--- src/rtl/fifo_uart_tx_if.sv ---
// fifo_uart_tx_if: FIFO read port; master is the UART drain that pops, slave is the FIFO.
interface fifo_uart_tx_if #(parameter int f_WIDTH = 8);
  logic RD_EN;
  logic f_empty;
  logic [f_WIDTH-1:0] f_data;
  modport master (output RD_EN, input f_empty, f_data);
  modport slave (input RD_EN, output f_empty, f_data);
endinterface

--- src/rtl/fifo_uart_tx.sv ---
// fifo_uart_tx: drains the FIFO one word at a time onto a UART line (start, data LSB-first, stop).
// UART_TX_PARITY_EN inserts an even-parity bit between the data bits and the stop bit.
module fifo_uart_tx #(
  parameter int f_WIDTH = 8,
  parameter int CLKS_PER_BIT = 16
) (
  input  logic clk,
  input  logic asyn_rst_n,
  input  logic tx_en,
  fifo_uart_tx_if.master fifo,
  output logic tx,
  output logic busy,
  output logic [f_WIDTH-1:0] frame_cnt
);
  localparam int CW = $clog2(CLKS_PER_BIT);
  localparam int IW = $clog2(f_WIDTH);
  localparam logic [CW-1:0] BAUD_LAST = CW'(CLKS_PER_BIT - 1);
  localparam logic [IW-1:0] IDX_LAST = IW'(f_WIDTH - 1);
  typedef enum logic [2:0] {
    IDLE, FETCH, LOAD, START, DATA,
`ifdef UART_TX_PARITY_EN
    PARITY,
`endif
    STOP
  } state_t;
  state_t state;
  logic [CW-1:0] baud;
  logic [IW-1:0] idx;
  logic [f_WIDTH-1:0] shreg;
`ifdef UART_TX_PARITY_EN
  logic par;
`endif
  logic bit_end;
  assign bit_end = baud == BAUD_LAST;
  // Every serial state leaves on bit_end, so the baud counter is zero on each state entry.
  always_ff @(posedge clk or negedge asyn_rst_n) begin
    if (!asyn_rst_n) begin
      state <= IDLE;
      baud <= '0;
      idx <= '0;
      shreg <= '0;
      tx <= 1'b1;
      fifo.RD_EN <= 1'b0;
      busy <= 1'b0;
      frame_cnt <= '0;
`ifdef UART_TX_PARITY_EN
      par <= 1'b0;
`endif
    end else begin
      baud <= (bit_end || state inside {IDLE, FETCH, LOAD}) ? '0 : baud + 1'b1;
      case (state)
        IDLE: if (tx_en && !fifo.f_empty) begin
          state <= FETCH;
          fifo.RD_EN <= 1'b1;
          busy <= 1'b1;
        end
        FETCH: begin
          fifo.RD_EN <= 1'b0;
          state <= LOAD;
        end
        LOAD: begin
          shreg <= fifo.f_data;
`ifdef UART_TX_PARITY_EN
          par <= ^fifo.f_data;
`endif
          tx <= 1'b0;
          state <= START;
        end
        START: if (bit_end) begin
          tx <= shreg[0];
          idx <= '0;
          state <= DATA;
        end
        DATA: if (bit_end) begin
          shreg <= shreg >> 1;
          if (idx == IDX_LAST) begin
            idx <= '0;
`ifdef UART_TX_PARITY_EN
            tx <= par;
            state <= PARITY;
`else
            tx <= 1'b1;
            state <= STOP;
`endif
          end else begin
            idx <= idx + 1'b1;
            tx <= shreg[1];
          end
        end
`ifdef UART_TX_PARITY_EN
        PARITY: if (bit_end) begin
          tx <= 1'b1;
          state <= STOP;
        end
`endif
        STOP: if (bit_end) begin
          busy <= 1'b0;
          frame_cnt <= frame_cnt + 1'b1;
          state <= IDLE;
        end
        default: state <= IDLE;
      endcase
    end
  end
endmodule

--- src/flat_wrapper.sv ---
// flat-port wrapper written by rule: the top's interface ports become plain ports
module fifo_uart_tx_flat 
#(
  parameter int f_WIDTH = 8,
  parameter int CLKS_PER_BIT = 16
)
  (clk, asyn_rst_n, tx_en, tx, busy, frame_cnt, fifo_RD_EN, fifo_f_empty, fifo_f_data);
  fifo_uart_tx_if #(.f_WIDTH(f_WIDTH)) fifo_i ();
  input  logic clk;
  input  logic asyn_rst_n;
  input  logic tx_en;
  output logic tx;
  output logic busy;
  output logic [f_WIDTH-1:0] frame_cnt;
  output wire logic [$bits(fifo_i.RD_EN)-1:0] fifo_RD_EN;
  input wire logic [$bits(fifo_i.f_empty)-1:0] fifo_f_empty;
  input wire logic [$bits(fifo_i.f_data)-1:0] fifo_f_data;
  assign fifo_RD_EN = fifo_i.RD_EN;
  assign fifo_i.f_empty = fifo_f_empty;
  assign fifo_i.f_data = fifo_f_data;
  fifo_uart_tx #(.f_WIDTH(f_WIDTH), .CLKS_PER_BIT(CLKS_PER_BIT)) u_core (.clk(clk), .asyn_rst_n(asyn_rst_n), .tx_en(tx_en), .fifo(fifo_i), .tx(tx), .busy(busy), .frame_cnt(frame_cnt));
endmodule
--- config.mk ---
export PLATFORM = sky130hd
export DESIGN_NAME = fifo_uart_tx_flat
export DESIGN_NICKNAME = d
export VERILOG_FILES = /design/src/rtl/fifo_uart_tx_if.sv /design/src/rtl/fifo_uart_tx.sv /design/src/flat_wrapper.sv
export SDC_FILE = /design/constraint.sdc
export NUM_CORES = 1
export LEC_CHECK = 0
export CAP_MARGIN = 20
export CORE_MARGIN = 10
export CORE_UTILIZATION = 30
export CTS_CLUSTER_DIAMETER = 80
export DETAILED_ROUTE_END_ITERATION = 7
export PLACE_DENSITY = 0.49
export SYNTH_ARGS = -nofsm -noshare
export SYNTH_HDL_FRONTEND = slang
export SYNTH_SLANG_ARGS = --single-unit
--- constraint.sdc ---
create_clock -name clk -period 1.9 [get_ports clk]
set_input_delay 0.475 -clock clk [delete_from_list [all_inputs] [get_ports clk]]
set_output_delay 0.475 -clock clk [all_outputs]
set_load 0.05 [all_outputs]
==> implementation parameters, run 1 <==
Parameter                              Value

Layout
  Layout cells sized above 1    0.210
  Number of nets in the layout    172
  Area overhead of the layout relative to synthesis    25.1%
  Post-route cell area    1790 µm²
  # diodes    0

Worst setup path
  Cell count of the worst reg-to-reg path    4
  Crit-path slowest cell    dfrtp_1
  Type of element capturing the critical path    register
  Worst r2r dst    u_core.frame_cnt[7]
  Arrival time of data at the critical path endpoint    1.82 ns
  Reg2reg setup slack    0.25 ns
  Element type at the critical path start    register
  CP max FO    13
  Data required time at the worst endpoint    2.06 ns
  Slowest stage delay, CP    0.59 ns
  Reg2reg start    u_core.state[0]
  Cell chain of the critical path    inv_1 > nor4_2 > nand4_1 > xnor2_1
  Setup Crit Path Kind    register to register

Synth
  Post-synthesis sequential area ratio    0.508
  Area share of the leading cell type in the synthesized netlist    0.490
  Biggest area contributors in the synthesized netlist    dfrtp_1 49%, mux2i_1 5.6%, a21oi_1 4.2%
  Synth unique cells    36
  Ys flop type    dfrtp_1
  Synth async-reset ratio    1.00
  Total of flip-flops plus latches after synthesis    29
  Top cell type by total area after synthesis    dfrtp_1
  Post-synthesis area per instance    11.3 µm²
  Syn nets    143
  Synth Warn #    0
  Mapped Cells    127
  Number of flops mapped to enable cells by yosys    0
  Post-synth design cell area    1430 µm²

Pwr
  Cell leakage power    0.799 nW
  Total power    2.10 mW
  Power per cell area    1170 nW/µm²
  Highest ir drop seen on vdd    454 µV

Clocking
  Hold_buf cts    0
  H-Tree Depth    2
  Clock tree from TritonCTS    built
  Clock transition at the register clock pins on the worst setup and hold paths after CTS    0.06 ns
  Worst-skew pair later-pin latency    0.28 ns
  Number of buffers inserted to repair setup after CTS    0
  Root Driver    clkbuf_8
  Clock net sink count    29
  Max Root-Sink Buffers    2
  Number of buffers added by the clock tree synthesis step    5
  # resized after CTS    0

Hold path
  Class of the tightest hold or removal check    register to register
  Number of cells traversed by the worst hold path    1
  Worst hold endpoint    u_core.baud[0]
  Min-Delay Startpoint    u_core.baud[0]

STA
  Fin crit share    0.870
  Count of final hold-check violations    0
  Final count of negative-setup-slack endpoints    0
  Final critical-path required period    1.65 ns
  Setup repair after global routing missed its margin    false
  Layout Skew    0.00575 ns
  Relative max-transition margin    0.723
  Actual transition at the worst max-transition pin    0.415 ns
  Post-layout worst setup margin    0.247 ns
  Total negative slack    0 ns
  Hold Worst Slack    0.471 ns
  Total count of max-transition violations in the final report    0
  Peak Freq    0.605 GHz

Route
  Post-detailed-routing wire length    2930 µm
  Antenna Violating Nets Remaining    0
  Detailed-route vias per instance    4.91
  Length of the first detailed-routing pass in iterations    4
  Post-detailed-route DRC marker count    0
  Initial DRC Count    54
  Wire per inst    13.9 µm
  Detailed-route via count    1036

GRT
  Antenna violations before repair    0
  Largest net degree at the start of global routing    30
  Gr ovfl total    0
  Number of global-route vias before repair    1094
  Global Route Usage Sum    0.0834
  Wire length of the first global-routing pass    5020 µm

Placed design
  Placed cell area    1710 µm²
  Post-place setup slack    0.245 ns
  Routability cong.    0.737
  Half-perimeter wire length after placement    2170 µm
  Count of buffers from port buffering    22

Die
  Total die area    7930 µm²
  I/O pin count    23
  Num rows    25
  Chip Width    89.1 µm
  Starting utilization of the core area    0.307
  Overall die height    89.1 µm
  Area inside the core boundary    4660 µm²

Outcome
  Result of the run    finished, final reports clean

Job
  Max-cap violations    0
[how the worst max path moves through the flow]
stage                          end             from  cells past startpoint
2_1_floorplan  u_core.frame_cnt[7]   u_core.baud[0]                      5
3_3_place_gp   u_core.frame_cnt[7]  u_core.state[0]                      4
3_5_place_dp   u_core.frame_cnt[7]   u_core.baud[0]                      5
4_1_cts        u_core.frame_cnt[7]   u_core.baud[0]                      5
5_1_grt        u_core.frame_cnt[7]  u_core.state[0]                      4
6_report       u_core.frame_cnt[7]  u_core.state[0]                      4
[report_power, final]
part / internal (mW) / switching [mW] / leakage (nW)
clock network: 0.259 / 0.215 / 0.0395
logic: 0.312 / 0.376 / 0.408
registers: 0.788 / 0.152 / 0.352
[metrics by stage]
stage	util	std cells
2_1_floorplan	-	127
3_3_place_gp	0.367	203
3_5_place_dp	0.367	203
4_1_cts	0.384	211
5_1_grt	0.384	211
6_report	0.384	211
[flip-flops by register name, summed over array words and instances, names as in the netlist]
signal / cells
u_core.state: 3
u_core.frame_cnt: 8
u_core.busy: 1
u_core.fifo.RD_EN: 1
u_core.tx: 1
u_core.shreg: 8
u_core.idx: 3
u_core.baud: 4
[logic make-up (layout without fill, tap and decap cells)]
logic type / after synthesis / count (layout) / synth area share
simple gates: 38 / 38 / 0.161
xor+xnor: 9 / 9 / 0.0551
flops: 29 / 29 / 0.508
compound gates: 27 / 27 / 0.127
mux: 11 / 11 / 0.0795
fa+ha+maj: 4 / 4 / 0.0350
buf+inv: 9 / 39 / 0.0350
[layout by cell type, fill, tap and decap left out, types with 4 or more instances in the layout]
master | synthesis | layout
nor2_1 | 10 | 10
and3_1 | 4 | 4
o21ai_0 | 5 | 5
clkdlybuf4s50_1 | 0 | 11
mux2i_1 | 8 | 8
dfrtp_1 | 28 | 28
ha_1 | 4 | 4
nand2_1 | 6 | 6
clkbuf_8 | 0 | 5
xnor2_1 | 6 | 6
buf_4 | 2 | 16
a21oi_1 | 12 | 12
nand3_1 | 4 | 4
[metal layers]
| layer | wire [µm] | GRT usage |
|---|---|---|
| met5 | 0 | 0 |
| met4 | 61 | 0.0434 |
| met3 | 276 | 0.0428 |
| met2 | 1220 | 0.128 |
| met1 | 1370 | 0.0930 |
[cell usage after synthesis, types with 3 or more instances]
cell     instances
dfrtp_1         28
nand2_1          6
inv_1            3
a21oi_1         12
mux2i_1          8
a21oi_2          3
xor2_1           3
nor2_1          10
nor3_1           3
mux2_2           3
ha_1             4
and3_1           4
o21ai_0          5
xnor2_1          6
nand3_1          4
[critical path: cells and delay by family (launching register included)]
family                    cells  cell delay, ns
xor gates and xnor gates      1            0.14
buffers and inverters         1            0.25
DFF                           1            0.59
and+or+nand+nor               2            0.56
[final cells by class]
cell class | count | area, µm²
Clock buffer | 8 | 80.1
Tap cell | 54 | 67.6
Timing Repair Buffer | 28 | 250
Inverter | 3 | 11.3
Multi-Input combinational cell | 89 | 654
Fill cell | 480 | 2870
Sequential cell | 29 | 727
(Power assumes the default switching activity.)
==> inputs of run 2 (changes only) <==
--- a/config.mk
+++ b/config.mk
@@ -10,6 +10,7 @@
 export CORE_UTILIZATION = 30
 export CTS_CLUSTER_DIAMETER = 80
 export DETAILED_ROUTE_END_ITERATION = 7
+export GPL_TIMING_DRIVEN = 0
 export PLACE_DENSITY = 0.49
 export SYNTH_ARGS = -nofsm -noshare
 export SYNTH_HDL_FRONTEND = slang
==> run 2 against run 1 <==
Net effect: clock-buffer cell count is the same; cell area is the same; routed wire length grew 0.44%; critical path type is now register to output port.
==> implementation parameters, run 2 (same netlist as run 1, synthesis figures left out) <==
Parameter                              Value

Outcome
  Result of the run    finished, final reports clean

GRT
  Gr ovfl total    0
  Largest net degree at the start of global routing    30
  Wire length of the first global-routing pass    5260 µm
  Global Route Usage Sum    0.0859
  Number of global-route vias before repair    1122
  Antenna violations before repair    0

STA
  Final count of negative-setup-slack endpoints    0
  Total count of max-transition violations in the final report    0
  Count of final hold-check violations    0
  Fin crit share    0.951
  Setup repair after global routing missed its margin    false
  Layout Skew    0.00499 ns
  Final critical-path required period    1.81 ns
  Actual transition at the worst max-transition pin    0.667 ns
  Relative max-transition margin    0.555
  Peak Freq    0.554 GHz

Layout
  # diodes    0
  Most frequent cells in the layout    28 x dfrtp_1, 12 x a21oi_1, 11 x dlygate4sd2_1
  Commonest non-fill, non-tap cell in the layout    dfrtp_1
  Layout cells sized above 1    0.140
  Regs by FF count    u_core.frame_cnt (8), u_core.shreg (8), u_core.baud (4)
  Area overhead of the layout relative to synthesis    25.1%
  Number of nets in the layout    172
  Share of the core filled with cells    0.384

Route
  Antenna Violating Nets Remaining    0
  Initial DRC Count    49
  Post-detailed-routing wire length    2940 µm
  Detailed-route via count    1045
  Length of the first detailed-routing pass in iterations    4
  Detailed-route vias per instance    4.95
  Wire per inst    13.9 µm
  Post-detailed-route DRC marker count    0

Clocking
  Root Driver    clkbuf_8
  Clock tree from TritonCTS    built
  Worst-skew pair later-pin latency    0.28 ns
  Clock net sink count    29
  Clock transition at the register clock pins on the worst setup and hold paths after CTS    0.06 ns
  Number of buffers inserted to repair setup after CTS    0
  Hold_buf cts    0
  Number of buffers added by the clock tree synthesis step    5
  H-Tree Depth    2
  Max Root-Sink Buffers    2

Die
  Num rows    25
  I/O pin count    23
  Chip Width    89.1 µm
  Area inside the core boundary    4660 µm²
  Starting utilization of the core area    0.307
  Overall die height    89.1 µm
  Total die area    7930 µm²

Worst setup path
  Cell family with most CP delay    flip-flops
  Setup Crit Path Kind    register to output port
  CP Buf/Inv Count    1
  Slowest stage delay, CP    0.53 ns
  CP max FO    2
  Arrival time of data at the critical path endpoint    1.33 ns
  Data required time at the worst endpoint    1.42 ns
  Type of element capturing the critical path    output port
  Reg2reg start    u_core.baud[0]
  Reg2reg setup slack    0.25 ns
  Cell count of the worst reg-to-reg path    6
  Worst r2r dst    u_core.shreg[6]
  Element type at the critical path start    register
  Crit-path slowest cell    dfstp_2
  Cell chain of the critical path    dlygate4sd2_1

Placed design
  Half-perimeter wire length after placement    2140 µm
  Count of buffers from port buffering    22
  Routability cong.    0.712

Pwr
  Cell leakage power    0.817 nW
  Switching Share    0.357
  Share of power burned in combinational logic    0.326
  Power per cell area    1180 nW/µm²
  Portion of total power attributed to sequential cells    0.426
  Clock share of power    0.247
  Internal power component    1.36 mW
  Highest ir drop seen on vdd    487 µV
  Total power    2.12 mW
  Switching power    0.755 mW

Hold path
  Class of the tightest hold or removal check    input port to async pin

Job
  Max-cap violations    0
## run 2: per-layer routing
layer | global-route usage | vias to the layer above | share of wire
met3 | 0.0447 | 6 | 0.093
met4 | 0.0303 | 0 | 0.015
met1 | 0.101 | 500 | 0.44
met2 | 0.132 | 27 | 0.45
met5 | 0 | - | 0
li1 | - | 512 | -
## run 2: layout make-up
| cell class | count | area, µm² |
|---|---|---|
| fill | 470 | 2870 |
| sequential | 29 | 727 |
| multi-input combinational | 89 | 654 |
| timing repair buffer | 22 | 201 |
| clock buffer | 8 | 90.1 |
| tap | 54 | 67.6 |
| buffer | 6 | 38.8 |
| inverter | 3 | 11.3 |
## run 2: power groups by stage
stage               Combinational [mW]  Sequential (mW)  Clock (mW)
floorplan                        0.477            0.958           0
global placement                 0.697            0.910           0
detailed placement               0.717            0.915           0
CTS                              0.705            0.905       0.542
global route                     0.792            0.925       0.581
finish                           0.690            0.902       0.523
## run 2: through the flow
stage / std cells / hold slack (ns) / worst slack, ns / setup TNS, ns / area, µm²
finish: 211 / 0.225 / 0.0933 / 0 / 1790
detailed placement: 203 / 0.468 / 0.116 / 0 / 1710
global placement: 203 / 0.457 / -0.234 / -6.51 / 1720
floorplan: 127 / 0.179 / 0.393 / 0 / 1430
global route: 211 / 0.284 / 0.0431 / 0 / 1790
CTS: 211 / 0.247 / 0.0742 / 0 / 1790
## run 2: how the worst max path moves through the flow
stage | cells after the start | endpoint | slack [ns] | start
4_1_cts | 1 | tx | 0.07 | u_core.tx
5_1_grt | 1 | tx | 0.04 | u_core.tx
3_3_place_gp | 1 | u_core.shreg[3] | -0.23 | asyn_rst_n
6_report | 1 | tx | 0.09 | u_core.tx
2_1_floorplan | 5 | u_core.frame_cnt[7] | 0.39 | u_core.baud[0]
3_5_place_dp | 1 | tx | 0.12 | u_core.tx
## run 2: repair_timing
| item | CTS | global route |
|---|---|---|
| endpoints found under the hold margin | 0 | 0 |
| resized for setup | 11 | 0 |
| endpoints found under the setup margin | 11 | 0 |
==> inputs of run 3 (changes only) <==
--- a/config.mk
+++ b/config.mk
@@ -12,6 +12,8 @@
 export DETAILED_ROUTE_END_ITERATION = 7
 export GPL_TIMING_DRIVEN = 0
 export PLACE_DENSITY = 0.49
+export SETUP_SLACK_MARGIN = 0.3
+export SLEW_MARGIN = 10
 export SYNTH_ARGS = -nofsm -noshare
 export SYNTH_HDL_FRONTEND = slang
 export SYNTH_SLANG_ARGS = --single-unit
==> run 3 against run 2 <==
Net effect: critical path depth stayed put; maximum frequency up 16%; sequential power increased by 1%; critical path type unchanged; final cell count grew 1.9%; worst hold slack worse by 0.0081 ns; sequential share of layout area shrank 1.5 points; worst setup slack better by 0.25 ns; die area stayed put; clock skew hardly changed.
==> implementation parameters, run 3 (same netlist as run 1, synthesis figures left out) <==
Parameter                              Value

Worst setup path
  Data required time at the worst endpoint    1.42 ns
  Reg2reg start    u_core.baud[0]
  Type of element capturing the critical path    output port
  Worst r2r dst    u_core.frame_cnt[6]
  Element type at the critical path start    register
  Crit-path slowest cell    dfrtp_1
  Cell chain of the critical path    clkdlybuf4s15_2
  CP Buf/Inv Count    1
  CP max FO    4
  Arrival time of data at the critical path endpoint    1.08 ns
  Setup Crit Path Kind    register to output port
  Cell count of the worst reg-to-reg path    5
  Reg2reg setup slack    0.35 ns
  Slowest stage delay, CP    0.41 ns
  Cell family with most CP delay    flip-flops

Layout
  Commonest non-fill, non-tap cell in the layout    dfrtp_1
  Regs by FF count    u_core.frame_cnt (8), u_core.shreg (8), u_core.baud (4)
  Most frequent cells in the layout    28 x dfrtp_1, 12 x a21oi_1, 10 x nor2_1, 10 x clkdlybuf4s50_1
  Layout Cells excl Fill    215
  Layout cells sized above 1    0.248
  Number of nets in the layout    176
  Area overhead of the layout relative to synthesis    29.9%
  Count of fill cells added during filler insertion    455
  Post-route cell area    1860 µm²
  # diodes    0

Outcome
  Result of the run    finished, final reports clean

Route
  Antenna Violating Nets Remaining    0
  Met3 WL post-DR    268 µm
  Detailed-route vias per instance    4.94
  Met2 routed WL    1370 µm
  Top Metal Used    met4
  Post-detailed-routing wire length    3090 µm
  Initial DRC Count    56
  Detailed-route via count    1062
  Length of the first detailed-routing pass in iterations    4
  Routed metal-1 wirelength    1400 µm
  Wire per inst    14.4 µm
  Post-detailed-route DRC marker count    0

Die
  Area inside the core boundary    4660 µm²
  I/O pin count    23
  Starting utilization of the core area    0.307
  Overall die height    89.1 µm
  Chip Width    89.1 µm
  Num rows    25
  Total die area    7930 µm²

Placed design
  Half-perimeter wire length after placement    2140 µm
  Count of buffers from port buffering    22
  Routability cong.    0.712
  Placed cell area    1710 µm²
  Number of cells in the design after placement    203

STA
  Peak Freq    0.642 GHz
  Actual transition at the worst max-transition pin    0.657 ns
  Setup repair after global routing missed its margin    true
  Total count of max-transition violations in the final report    0
  Total negative slack    0 ns
  Final count of negative-setup-slack endpoints    0
  Relative max-transition margin    0.562
  Count of final hold-check violations    0
  Final critical-path required period    1.56 ns
  Fin crit share    0.820
  Layout Skew    0.00450 ns

Pwr
  Highest ir drop seen on vdd    539 µV
  Cell leakage power    0.813 nW
  Power per cell area    1180 nW/µm²

GRT
  Gr ovfl total    0
  Wire length of the first global-routing pass    5330 µm
  Largest net degree at the start of global routing    30
  Number of global-route vias before repair    1122
  Global Route Usage Sum    0.0873
  Antenna violations before repair    0

Clocking
  Clock transition at the register clock pins on the worst setup and hold paths after CTS    0.06 ns
  Hold_buf cts    0
  Worst-skew pair later-pin latency    0.28 ns
  H-Tree Depth    2
  Number of buffers added by the clock tree synthesis step    5
  Clock net sink count    29
  Max Root-Sink Buffers    2
  Root Driver    clkbuf_8
  Clock tree from TritonCTS    built

Job
  Max-cap violations    0

Hold path
  Class of the tightest hold or removal check    input port to async pin
==> run 3: changes by cell type in the layout (fill, tap and decap cells not counted), moves of 3 or more <==
cell,previous run,this run
dlygate4sd2_1,11,0
clkdlybuf4s15_2,0,8
buf_4,2,6
buf_2,2,5
==> run 3: worst max path at each step <==
stage                                    from             endpoint  slack [ns]  depth (start not counted)
after floorplan                u_core.baud[0]  u_core.frame_cnt[7]        0.39                          5
after global placement             asyn_rst_n      u_core.shreg[3]       -0.23                          1
after detailed placement            u_core.tx                   tx        0.12                          1
after CTS                           u_core.tx                   tx        0.24                          1
after global routing           u_core.baud[0]  u_core.frame_cnt[6]        0.23                          5
final                     u_core.frame_cnt[1]         frame_cnt[1]        0.34                          1
==> run 3: final cells by class <==
class,count,area (µm²),area share
buffer,6,40.0,0.0215
clock buffer,8,90.1,0.0485
inverter,3,15.0,0.00808
multi-input combinational,89,679,0.365
sequential,29,727,0.391
tap,54,67.6,0.0363
timing repair buffer,26,240,0.129
==> run 3: stage by stage <==
step / hold slack (ns) / utilization / worst slack (ns) / power [mW]
after global placement: 0.457 / 0.369 / -0.234 / 1.61
final: 0.216 / 0.399 / 0.342 / 2.19
after CTS: 0.247 / 0.394 / 0.237 / 2.18
after global routing: 0.284 / 0.399 / 0.230 / 2.38
after detailed placement: 0.468 / 0.368 / 0.116 / 1.63
after floorplan: 0.179 / - / 0.393 / 1.44
==> run 3: report_power, final <==
part / internal, mW / switching (mW)
logic: 0.321 / 0.427
registers: 0.787 / 0.126
clock network: 0.295 / 0.232
total: 1.40 / 0.784
==> run 3: repair_timing <==
item	in CTS	in global routing
endpoints found under the setup margin	20	22
pin swaps	1	4
buffers inserted	1	3
hold endpoints to repair	0	0
gates cloned	0	0
gates resized for setup	34	12
==> run 3: per-layer routing <==
layer,up-vias,global-route usage
met5,-,0
met3,6,0.0447
met1,512,0.101
met2,26,0.136
li1,518,-
met4,0,0.0303
